[config.mk]
export PLATFORM = sky130hd
export DESIGN_NAME = wb_commit_arbiter_flat
export DESIGN_NICKNAME = d
export VERILOG_FILES = /design/src/rtl/wb_commit_arbiter_pkg.sv /design/src/rtl/wb_commit_arbiter_if.sv /design/src/rtl/wb_commit_arbiter_fifo.sv /design/src/rtl/wb_commit_arbiter.sv /design/src/flat_wrapper.sv
export SDC_FILE = /design/constraint.sdc
export NUM_CORES = 1
export LEC_CHECK = 0
export ABC_AREA = 1
export CORE_MARGIN = 2
export CORE_UTILIZATION = 58
export DETAILED_ROUTE_END_ITERATION = 10
export PLACE_DENSITY = 0.89
export SYNTH_ARGS = -nofsm -noshare
export SYNTH_HDL_FRONTEND = slang
export SYNTH_SLANG_ARGS = --single-unit
[constraint.sdc]
create_clock -name clk -period 5.9 [get_ports clk]
set_input_delay 1.18 -clock clk [delete_from_list [all_inputs] [get_ports clk]]
set_output_delay 1.18 -clock clk [all_outputs]
set_load 0.005 [all_outputs]
[src/rtl/wb_commit_arbiter_pkg.sv]
// Shared definitions for the write-back commit arbiter: datapath widths,
// the x0 register address and the buffered load-result entry.
package wb_commit_arbiter_pkg;

  localparam int XLEN       = 32;
  localparam int REG_ADDR_W = 5;

  localparam logic [REG_ADDR_W-1:0] REG_ZERO = 5'd0;

  typedef struct packed {
    logic [REG_ADDR_W-1:0] rd;
    logic [XLEN-1:0]       data;
  } wb_entry_t;

  // x0 is hardwired to zero, so a result aimed at it never produces a write strobe.
  function automatic logic writes_reg(input logic [REG_ADDR_W-1:0] rd);
    return rd != REG_ZERO;
  endfunction

endpackage

[src/rtl/wb_commit_arbiter_if.sv]
// Bundle of the ALU channel, load channel and register-file write port.
// The slave modport is the arbiter's view; master is the surrounding pipeline.
interface wb_commit_arbiter_if #(
  parameter int DEPTH = 4
) ();
  import wb_commit_arbiter_pkg::*;

  logic                   alu_valid;
  logic                   alu_ready;
  logic [REG_ADDR_W-1:0]  alu_rd;
  logic [XLEN-1:0]        alu_data;

  logic                   mem_valid;
  logic                   mem_ready;
  logic [REG_ADDR_W-1:0]  mem_rd;
  logic [XLEN-1:0]        mem_data;

  logic                   rd_we;
  logic [REG_ADDR_W-1:0]  writeReg;
  logic [XLEN-1:0]        writeData;
  logic [$clog2(DEPTH):0] fifo_count;
  logic                   idle;

  modport slave (
    input  alu_valid, alu_rd, alu_data,
    input  mem_valid, mem_rd, mem_data,
    output alu_ready, mem_ready,
    output rd_we, writeReg, writeData, fifo_count, idle
  );

  modport master (
    output alu_valid, alu_rd, alu_data,
    output mem_valid, mem_rd, mem_data,
    input  alu_ready, mem_ready,
    input  rd_we, writeReg, writeData, fifo_count, idle
  );

endinterface

[src/rtl/wb_commit_arbiter_fifo.sv]
// Synchronous load-result FIFO with a combinational head view. The count is one
// bit wider than the pointers so full and empty stay distinguishable.
module wb_fifo
  import wb_commit_arbiter_pkg::*;
#(
  parameter int DEPTH = 4
) (
  input  logic                   clk,
  input  logic                   rst_n,
  input  logic                   i_push,
  input  wb_entry_t              i_push_data,
  input  logic                   i_pop,
  output wb_entry_t              o_head,
  output logic [$clog2(DEPTH):0] o_count
);

  localparam int PTR_W = $clog2(DEPTH);
  localparam int CNT_W = PTR_W + 1;
  localparam logic [CNT_W-1:0] FULL_CNT = CNT_W'(DEPTH);

  wb_entry_t        r_mem [DEPTH];
  logic [PTR_W-1:0] r_wr_ptr;
  logic [PTR_W-1:0] r_rd_ptr;
  logic [CNT_W-1:0] r_count;

  logic w_do_push;
  logic w_do_pop;

  // Guard against illegal requests so the pointers can never run past each other.
  assign w_do_pop  = i_pop  && (r_count != '0);
  assign w_do_push = i_push && (r_count != FULL_CNT);

  always_ff @(posedge clk) begin
    if (w_do_push) begin
      r_mem[r_wr_ptr] <= i_push_data;
    end
  end

  always_ff @(posedge clk or negedge rst_n) begin
    if (!rst_n) begin
      r_wr_ptr <= '0;
      r_rd_ptr <= '0;
      r_count  <= '0;
    end else begin
      if (w_do_push) begin
        r_wr_ptr <= r_wr_ptr + PTR_W'(1);
      end
      if (w_do_pop) begin
        r_rd_ptr <= r_rd_ptr + PTR_W'(1);
      end
      if (w_do_push && !w_do_pop) begin
        r_count <= r_count + CNT_W'(1);
      end else if (w_do_pop && !w_do_push) begin
        r_count <= r_count - CNT_W'(1);
      end
    end
  end

  assign o_head  = r_mem[r_rd_ptr];
  assign o_count = r_count;

endmodule

[src/rtl/wb_commit_arbiter.sv]
// Merges ALU results and buffered load results into one registered register-file
// write port. ALU wins by default; a starvation counter forces the load head out.
module wb_commit_arbiter
  import wb_commit_arbiter_pkg::*;
#(
  parameter int DEPTH    = 4,
  parameter int MAX_WAIT = 3
) (
  input logic                clk,
  input logic                rst_n,
  wb_commit_arbiter_if.slave bus
);

  localparam int CNT_W  = $clog2(DEPTH) + 1;
  localparam int WAIT_W = (MAX_WAIT < 1) ? 1 : $clog2(MAX_WAIT + 1);
  localparam logic [CNT_W-1:0]  FULL_CNT = CNT_W'(DEPTH);
  localparam logic [WAIT_W-1:0] WAIT_MAX = WAIT_W'(MAX_WAIT);

  logic [CNT_W-1:0]      w_count;
  wb_entry_t             w_head;
  wb_entry_t             w_push_entry;
  wb_entry_t             w_sel_entry;
  logic                  w_count_nz;
  logic                  w_full;
  logic                  w_force;
  logic                  w_sel_alu;
  logic                  w_pop;
  logic                  w_selected;
  logic                  w_push;

  logic [WAIT_W-1:0]     r_wait;
  logic                  r_rd_we;
  logic [REG_ADDR_W-1:0] r_write_reg;
  logic [XLEN-1:0]       r_write_data;

  assign w_push_entry.rd   = bus.mem_rd;
  assign w_push_entry.data = bus.mem_data;
  assign w_push            = bus.mem_valid && !w_full;

  wb_fifo #(
    .DEPTH(DEPTH)
  ) u_fifo (
    .clk        (clk),
    .rst_n      (rst_n),
    .i_push     (w_push),
    .i_push_data(w_push_entry),
    .i_pop      (w_pop),
    .o_head     (w_head),
    .o_count    (w_count)
  );

  // Selection looks only at registered state, so both readies are independent of same-cycle valids.
  always_comb begin
    w_count_nz  = (w_count != '0);
    w_full      = (w_count == FULL_CNT);
    w_force     = w_full || (w_count_nz && (r_wait == WAIT_MAX));
    w_sel_alu   = 1'b0;
    w_pop       = 1'b0;
    w_sel_entry = '0;
    if (w_force) begin
      w_pop       = 1'b1;
      w_sel_entry = w_head;
    end else if (bus.alu_valid) begin
      w_sel_alu        = 1'b1;
      w_sel_entry.rd   = bus.alu_rd;
      w_sel_entry.data = bus.alu_data;
    end else if (w_count_nz) begin
      w_pop       = 1'b1;
      w_sel_entry = w_head;
    end
    w_selected = w_sel_alu || w_pop;
  end

  // Counts cycles the head has been bypassed; a pop or an empty FIFO restarts it.
  always_ff @(posedge clk or negedge rst_n) begin
    if (!rst_n) begin
      r_wait <= '0;
    end else if (w_pop || !w_count_nz) begin
      r_wait <= '0;
    end else if (r_wait != WAIT_MAX) begin
      r_wait <= r_wait + WAIT_W'(1);
    end
  end

  // Address/data hold between commits; x0 results update them but never strobe.
  always_ff @(posedge clk or negedge rst_n) begin
    if (!rst_n) begin
      r_rd_we      <= 1'b0;
      r_write_reg  <= '0;
      r_write_data <= '0;
    end else begin
      r_rd_we <= w_selected && writes_reg(w_sel_entry.rd);
      if (w_selected) begin
        r_write_reg  <= w_sel_entry.rd;
        r_write_data <= w_sel_entry.data;
      end
    end
  end

  assign bus.alu_ready  = !w_force;
  assign bus.mem_ready  = !w_full;
  assign bus.rd_we      = r_rd_we;
  assign bus.writeReg   = r_write_reg;
  assign bus.writeData  = r_write_data;
  assign bus.fifo_count = w_count;
  assign bus.idle       = !w_count_nz && !r_rd_we;

endmodule

[src/flat_wrapper.sv]
// flat-port wrapper written by rule: the top's interface ports become plain ports
module wb_commit_arbiter_flat import wb_commit_arbiter_pkg::*;
#(
  parameter int DEPTH    = 4,
  parameter int MAX_WAIT = 3
)
  (clk, rst_n, bus_alu_valid, bus_alu_rd, bus_alu_data, bus_mem_valid, bus_mem_rd, bus_mem_data, bus_alu_ready, bus_mem_ready, bus_rd_we, bus_writeReg, bus_writeData, bus_fifo_count, bus_idle);
  wb_commit_arbiter_if #(.DEPTH(DEPTH)) bus_i ();
  input logic clk;
  input logic rst_n;
  input wire logic [$bits(bus_i.alu_valid)-1:0] bus_alu_valid;
  input wire logic [$bits(bus_i.alu_rd)-1:0] bus_alu_rd;
  input wire logic [$bits(bus_i.alu_data)-1:0] bus_alu_data;
  input wire logic [$bits(bus_i.mem_valid)-1:0] bus_mem_valid;
  input wire logic [$bits(bus_i.mem_rd)-1:0] bus_mem_rd;
  input wire logic [$bits(bus_i.mem_data)-1:0] bus_mem_data;
  output wire logic [$bits(bus_i.alu_ready)-1:0] bus_alu_ready;
  output wire logic [$bits(bus_i.mem_ready)-1:0] bus_mem_ready;
  output wire logic [$bits(bus_i.rd_we)-1:0] bus_rd_we;
  output wire logic [$bits(bus_i.writeReg)-1:0] bus_writeReg;
  output wire logic [$bits(bus_i.writeData)-1:0] bus_writeData;
  output wire logic [$bits(bus_i.fifo_count)-1:0] bus_fifo_count;
  output wire logic [$bits(bus_i.idle)-1:0] bus_idle;
  assign bus_i.alu_valid = bus_alu_valid;
  assign bus_i.alu_rd = bus_alu_rd;
  assign bus_i.alu_data = bus_alu_data;
  assign bus_i.mem_valid = bus_mem_valid;
  assign bus_i.mem_rd = bus_mem_rd;
  assign bus_i.mem_data = bus_mem_data;
  assign bus_alu_ready = bus_i.alu_ready;
  assign bus_mem_ready = bus_i.mem_ready;
  assign bus_rd_we = bus_i.rd_we;
  assign bus_writeReg = bus_i.writeReg;
  assign bus_writeData = bus_i.writeData;
  assign bus_fifo_count = bus_i.fifo_count;
  assign bus_idle = bus_i.idle;
  wb_commit_arbiter #(.DEPTH(DEPTH), .MAX_WAIT(MAX_WAIT)) u_core (.clk(clk), .rst_n(rst_n), .bus(bus_i));
endmodule
# After elaboration in Yosys (flattened, before gate mapping)
# Memories as Yosys holds them, arrays and structs flattened.
# Cells that the tools add are included.
# W data, S select, Z words.
# totals
reg_bits,47
ramBits,148
input_bits,78
output_inout_bits,44
elab_cells,52
n_memories,1
# op_classes
n_addsub,5
n_eq_ne,4
n_mux,14
reduce_logical,21
# mem_list
name,words,width,read_ports,rd_ports_with_merged_regs,wr,line_no,rtl
u_core.u_fifo.r_mem,4,37,1,0,1,wb_commit_arbiter_fifo.sv:21,wb_entry_t r_mem [DEPTH];
# ops
cell,count
$mux W37,3
$logic_and A1 B1 Y1,8
$mux W1,7
$add A2 B1 Y2 const B,3
$logic_not A1 Y1,6
$mux W3,2
$reduce_bool A5 Y1,1
$mux W2,2
$reduce_bool A2 Y1,2
$add A3 B1 Y3 const B,1
$eq A3 B3 Y1 const B,1
$logic_or A1 B1 Y1,3
$ne A3 B3 Y1 const B,1
$reduce_bool A3 Y1,1
$sub A3 B1 Y3 const B,1
$eq A2 B2 Y1 const B,1
$ne A2 B2 Y1 const B,1

# Logic depth before layout (Yosys ltp)
# depth
word_depth,8
depth_mapped,12
ltp_nobuf,11

# Hierarchy
# Synthesis repeated with hierarchy kept, for this count alone.
# unflattened
cells_unflattened,712
area_unflattened_um2,8415.6
# modules_own_cells
mod,n_inst,cells_per_inst,area_per_inst_um2,seq_area_each_um2
wb_fifo,1,491,6337.3,4619.4
wb_commit_arbiter,1,221,2078.2,1001.0

# Least setup slack after synthesis
# Ideal clock, no wire load.
# synth_path
path_kind,input port to flip-flop
startpoint,input bus_mem_valid
endpoint,memory u_core.u_fifo.r_mem[0][0] (netlist name) (enable)
setup_ns,0.431
arrival_ns,2.882
required_time_ns,5.469
setup_slack_ns,2.586
stages,2
path_buffers,0
cell_sequence,nand2_1 nor2_1
# synth_between
elab_chain_cells,4
# synth_rtl
element,line_no,rtl
from (decl),flat_wrapper.sv:14,input wire logic [$bits(bus_i.mem_valid)-1:0] bus_mem_valid;
$logic_and A1 B1 Y1,wb_commit_arbiter.sv:38,assign w_push = bus.mem_valid && !w_full;
$logic_and A1 B1 Y1,wb_commit_arbiter_fifo.sv:31,assign w_do_push = i_push && (r_count != FULL_CNT);
$mux W1,wb_commit_arbiter_fifo.sv:34,if (w_do_push) begin
$mux W1 (implied by the code),wb_commit_arbiter_fifo.sv:35,r_mem[r_wr_ptr] <= i_push_data;
to (decl),wb_commit_arbiter_fifo.sv:21,
# Every way passes these cells.

# Worst setup path after layout
# layout_path
startpoint,input bus_alu_valid
endpoint,register u_core.r_write_data[16] (netlist: u_core.bus.writeData[16])
# layout_between
elab_chain_cells,3
word_cells_on_any_way,7
cone_classes,6 x mux; 1 x reduce/logical
# layout_rtl
element,line_no,rtl
from (decl),flat_wrapper.sv:11,input wire logic [$bits(bus_i.alu_valid)-1:0] bus_alu_valid;
$mux W1,wb_commit_arbiter.sv:63,end else if (bus.alu_valid) begin
$mux W1,wb_commit_arbiter.sv:60,if (w_force) begin
$logic_or A1 B1 Y1,wb_commit_arbiter.sv:71,w_selected = w_sel_alu || w_pop;
to (signal assigned),wb_commit_arbiter.sv:95,r_write_data <= w_sel_entry.data;
to (decl),wb_commit_arbiter.sv:34,logic [XLEN-1:0] r_write_data;
# Several ways; a longest one is shown, not always the timed one.
# A chain may end at the register's enable or synchronous reset.

==> results.md <==
* Die Footprint at 14700 sq um
* Measured slew at the worst slew-check pin at 1010 ps
* Rows at 42
* TritonCTS clock tree: yes
* Cells after synthesis at 689
* Final Power at 0.00493 W
* Vias per cell at 5.86
* Post-synth net total at 774
* Leakage power total at 3.64 nW
* Max Used Layer: met5
* Pre-CTS setup slack at 2050 ps
* Die Ht at 121 um
* Mapped Area at 7970 sq um
* Pin count of the biggest net entering global routing at 77
* Reg2reg path depth at 9
* 1st-pass router iterations at 5
* IR drop worst, VDD at 0.000229 V
* Antenna-violating nets left at 0
* RSZ-0062 raised after global routing: false
* Vias in the first global route at 5943
* Critical path data arrival time at 3800 ps
* Worst setup path end: u_core.bus.writeData[16]$_DFFE_PN0P_
* Relative slew slack at 0.329
* Die Width at 121 um
* Commonest non-fill, non-tap cell in the layout: nor2_1
* Commonest cells after routing, fill and taps aside: 178 x nor2_1, 148 x edfxtp_1, 120 x clkdlybuf4s50_1
* Worst Slack Setup Final at 2390 ps
* I/O pins at 122
* DRC viols at 0
* Initial antenna violation count at 1
* Critical Path Source: bus_alu_valid
* Sequential area share after synthesis at 0.705
* R2R Setup Slk at 3480 ps
* Tmin final at 3510 ps
* CTS H-tree depth at 4
* Non-Filler Instances at 988
* CTS buffer count at 17
* Post-CTS sizing at 0
* Final count of hold timing violations at 0
* Initial DRC count at 604
* Clk slew on worst S/H paths at 70 ps
* # clock sinks at 195
* Final HPWL DP at 10700 um
* First-pass GRT wire length at 28300 um
* Post-synth top area cell: edfxtp_1
* Wire length on met2 at 9610 um
* Setup violators final at 0
* Grt ovf at 0
* Worst-case clock buffer depth at 2
* Max FO, Critical Path at 41
* Worst Hold Depth at 1
* P per Cell Area at 499 nW/um^2
* Drt wl/cell at 18.9 um
* RR Startpoint: u_core.u_fifo.o_count[0]$_DFFE_PN0P_
* GRT Overall Usage at 0.261
* Dpl cells at 956
* Critical Path RT at 6190 ps
* Post-CTS setup buffer count at 0
* Dominant cells by area after synthesis: edfxtp_1 56%, dfrtp_1 15%, nor2_1 8.6%, o21ai_0 4.5%, nand2_1 3.3%
* MaxCap Viol Count at 0
* Final TNS setup at 0 ps
* Synth-to-Final Area Change at 23.8%
* Layout Nets at 884
* Yosys warning count at 0
* Total core area at 13300 sq um
* Status: finished, final reports clean
* Root buffer cell: clkbuf_16
* Met3 Wirelength at 1710 um
* Fmax at 285 MHz
* Number of inserted diodes at 0
* DRT Wirelength at 18600 um
* # port buffers at 121
* Layout cell share with drive strength beyond 1 at 0.0714
* # fillers at 798
* M1 WL at 6700 um
* Flops & latches, synth at 195
* Crit. End Element: flop
* Synth unique cells at 28
* Placer Congestion at 0.764
* Syn_area_per_cell at 11.6 sq um
* Hold path start: u_core.r_wait[0]$_DFFE_PN0P_
* Via count of the routed design at 5794
* Synth top area share at 0.557
* R2R Path End: u_core.u_fifo.o_count[1]$_DFFE_PN0P_
* Final Max Tran Viols at 0
* Initial Util at 0.597
* Layout Skew at 6.86 ps
* Hold Buf Count CTS at 0
* Worst min-delay path class: reg -> reg
* Setup Crit Path Kind: in -> reg
* Tcrit/Tclk final at 0.596
* Clk Latency, worst-skew pair at 440 ps
* Crit path launch type: primary input
==> critical path, stage by stage <==
cell and delay (ps):
clkdlybuf4s50_1 540, inv_2 580, nand3_2 900, o21ai_0 500, a31oi_1 90
==> stage by stage <==
step | utilization | cell area [sq um] | hold slack (ps)
after floorplan | - | 7970 | 410
after global placement | 0.692 | 9230 | 421
after detailed placement | 0.692 | 9230 | 427
after CTS | 0.740 | 9870 | 436
after global routing | 0.740 | 9870 | 445
final | 0.740 | 9870 | 435
==> kinds of logic after synthesis <==
family | share of synthesized area
buffers and inverters | 0.0477
adders and majority gates | 0.0119
xor gates and xnor gates | 0.00439
DFF | 0.705
and+or+nand+nor | 0.139
AOI/OAI and AO/OA | 0.0921
==> cell usage after synthesis <==
library cell / number
nand2_2: 2
nand3_1: 14
xor2_1: 3
buf_1: 2
xnor2_1: 1
o21ai_0: 72
nand2_1: 71
a21oi_2: 1
clkbuf_2: 3
edfxtp_1: 148
clkbuf_1: 5
dfrtp_1: 47
nand3_2: 2
inv_4: 1
inv_1: 29
nand2_4: 4
nor2_4: 1
buf_8: 1
a31oi_1: 36
buf_6: 9
a21oi_1: 2
nor2_1: 182
fa_1: 1
buf_2: 14
ha_1: 6
buf_4: 4
o21ai_1: 26
inv_2: 2
==> worst min path at each step <==
stage	endpoint	slack, ps
after floorplan	u_core.r_wait[0]$_DFFE_PN0P_	410
after global placement	u_core.r_wait[0]$_DFFE_PN0P_	420
after detailed placement	u_core.r_wait[0]$_DFFE_PN0P_	430
after CTS	u_core.r_wait[0]$_DFFE_PN0P_	440
after global routing	u_core.r_wait[0]$_DFFE_PN0P_	440
final	u_core.r_wait[0]$_DFFE_PN0P_	430
==> state kept, by name (all words and copies together) (netlist names) <==
signal / flops
u_core.bus.rd_we: 1
u_core.bus.writeData: 32
u_core.bus.writeReg: 5
u_core.r_wait: 2
u_core.u_fifo.o_count: 3
u_core.u_fifo.r_mem: 148
u_core.u_fifo.r_rd_ptr: 2
u_core.u_fifo.r_wr_ptr: 2
==> report_power, final <==
group | switching, W | internal [W]
combinational | 0.00102 | 0.000644
sequential | 0.000165 | 0.00187
clock | 0.000484 | 0.000749
total | 0.00167 | 0.00326
==> cell type report <==
| cell class | count | area, sq um | share of cell area |
|---|---|---|---|
| Sequential cell | 195 | 5620 | 0.569 |
| Tap cell | 176 | 220 | 0.0223 |
| Clock inverter | 14 | 211 | 0.0214 |
| Multi-Input combinational cell | 424 | 2000 | 0.203 |
| Clock buffer | 18 | 429 | 0.0435 |
| Timing Repair Buffer | 129 | 1270 | 0.128 |
| Inverter | 32 | 123 | 0.0124 |
==> layer usage <==
layer	track usage	vias up
li1	-	2587
met1	0.296	2739
met2	0.442	391
met3	0.0625	75
met4	0.167	2
met5	0	-
No activity file was read; power rests on OpenSTA's default activity.
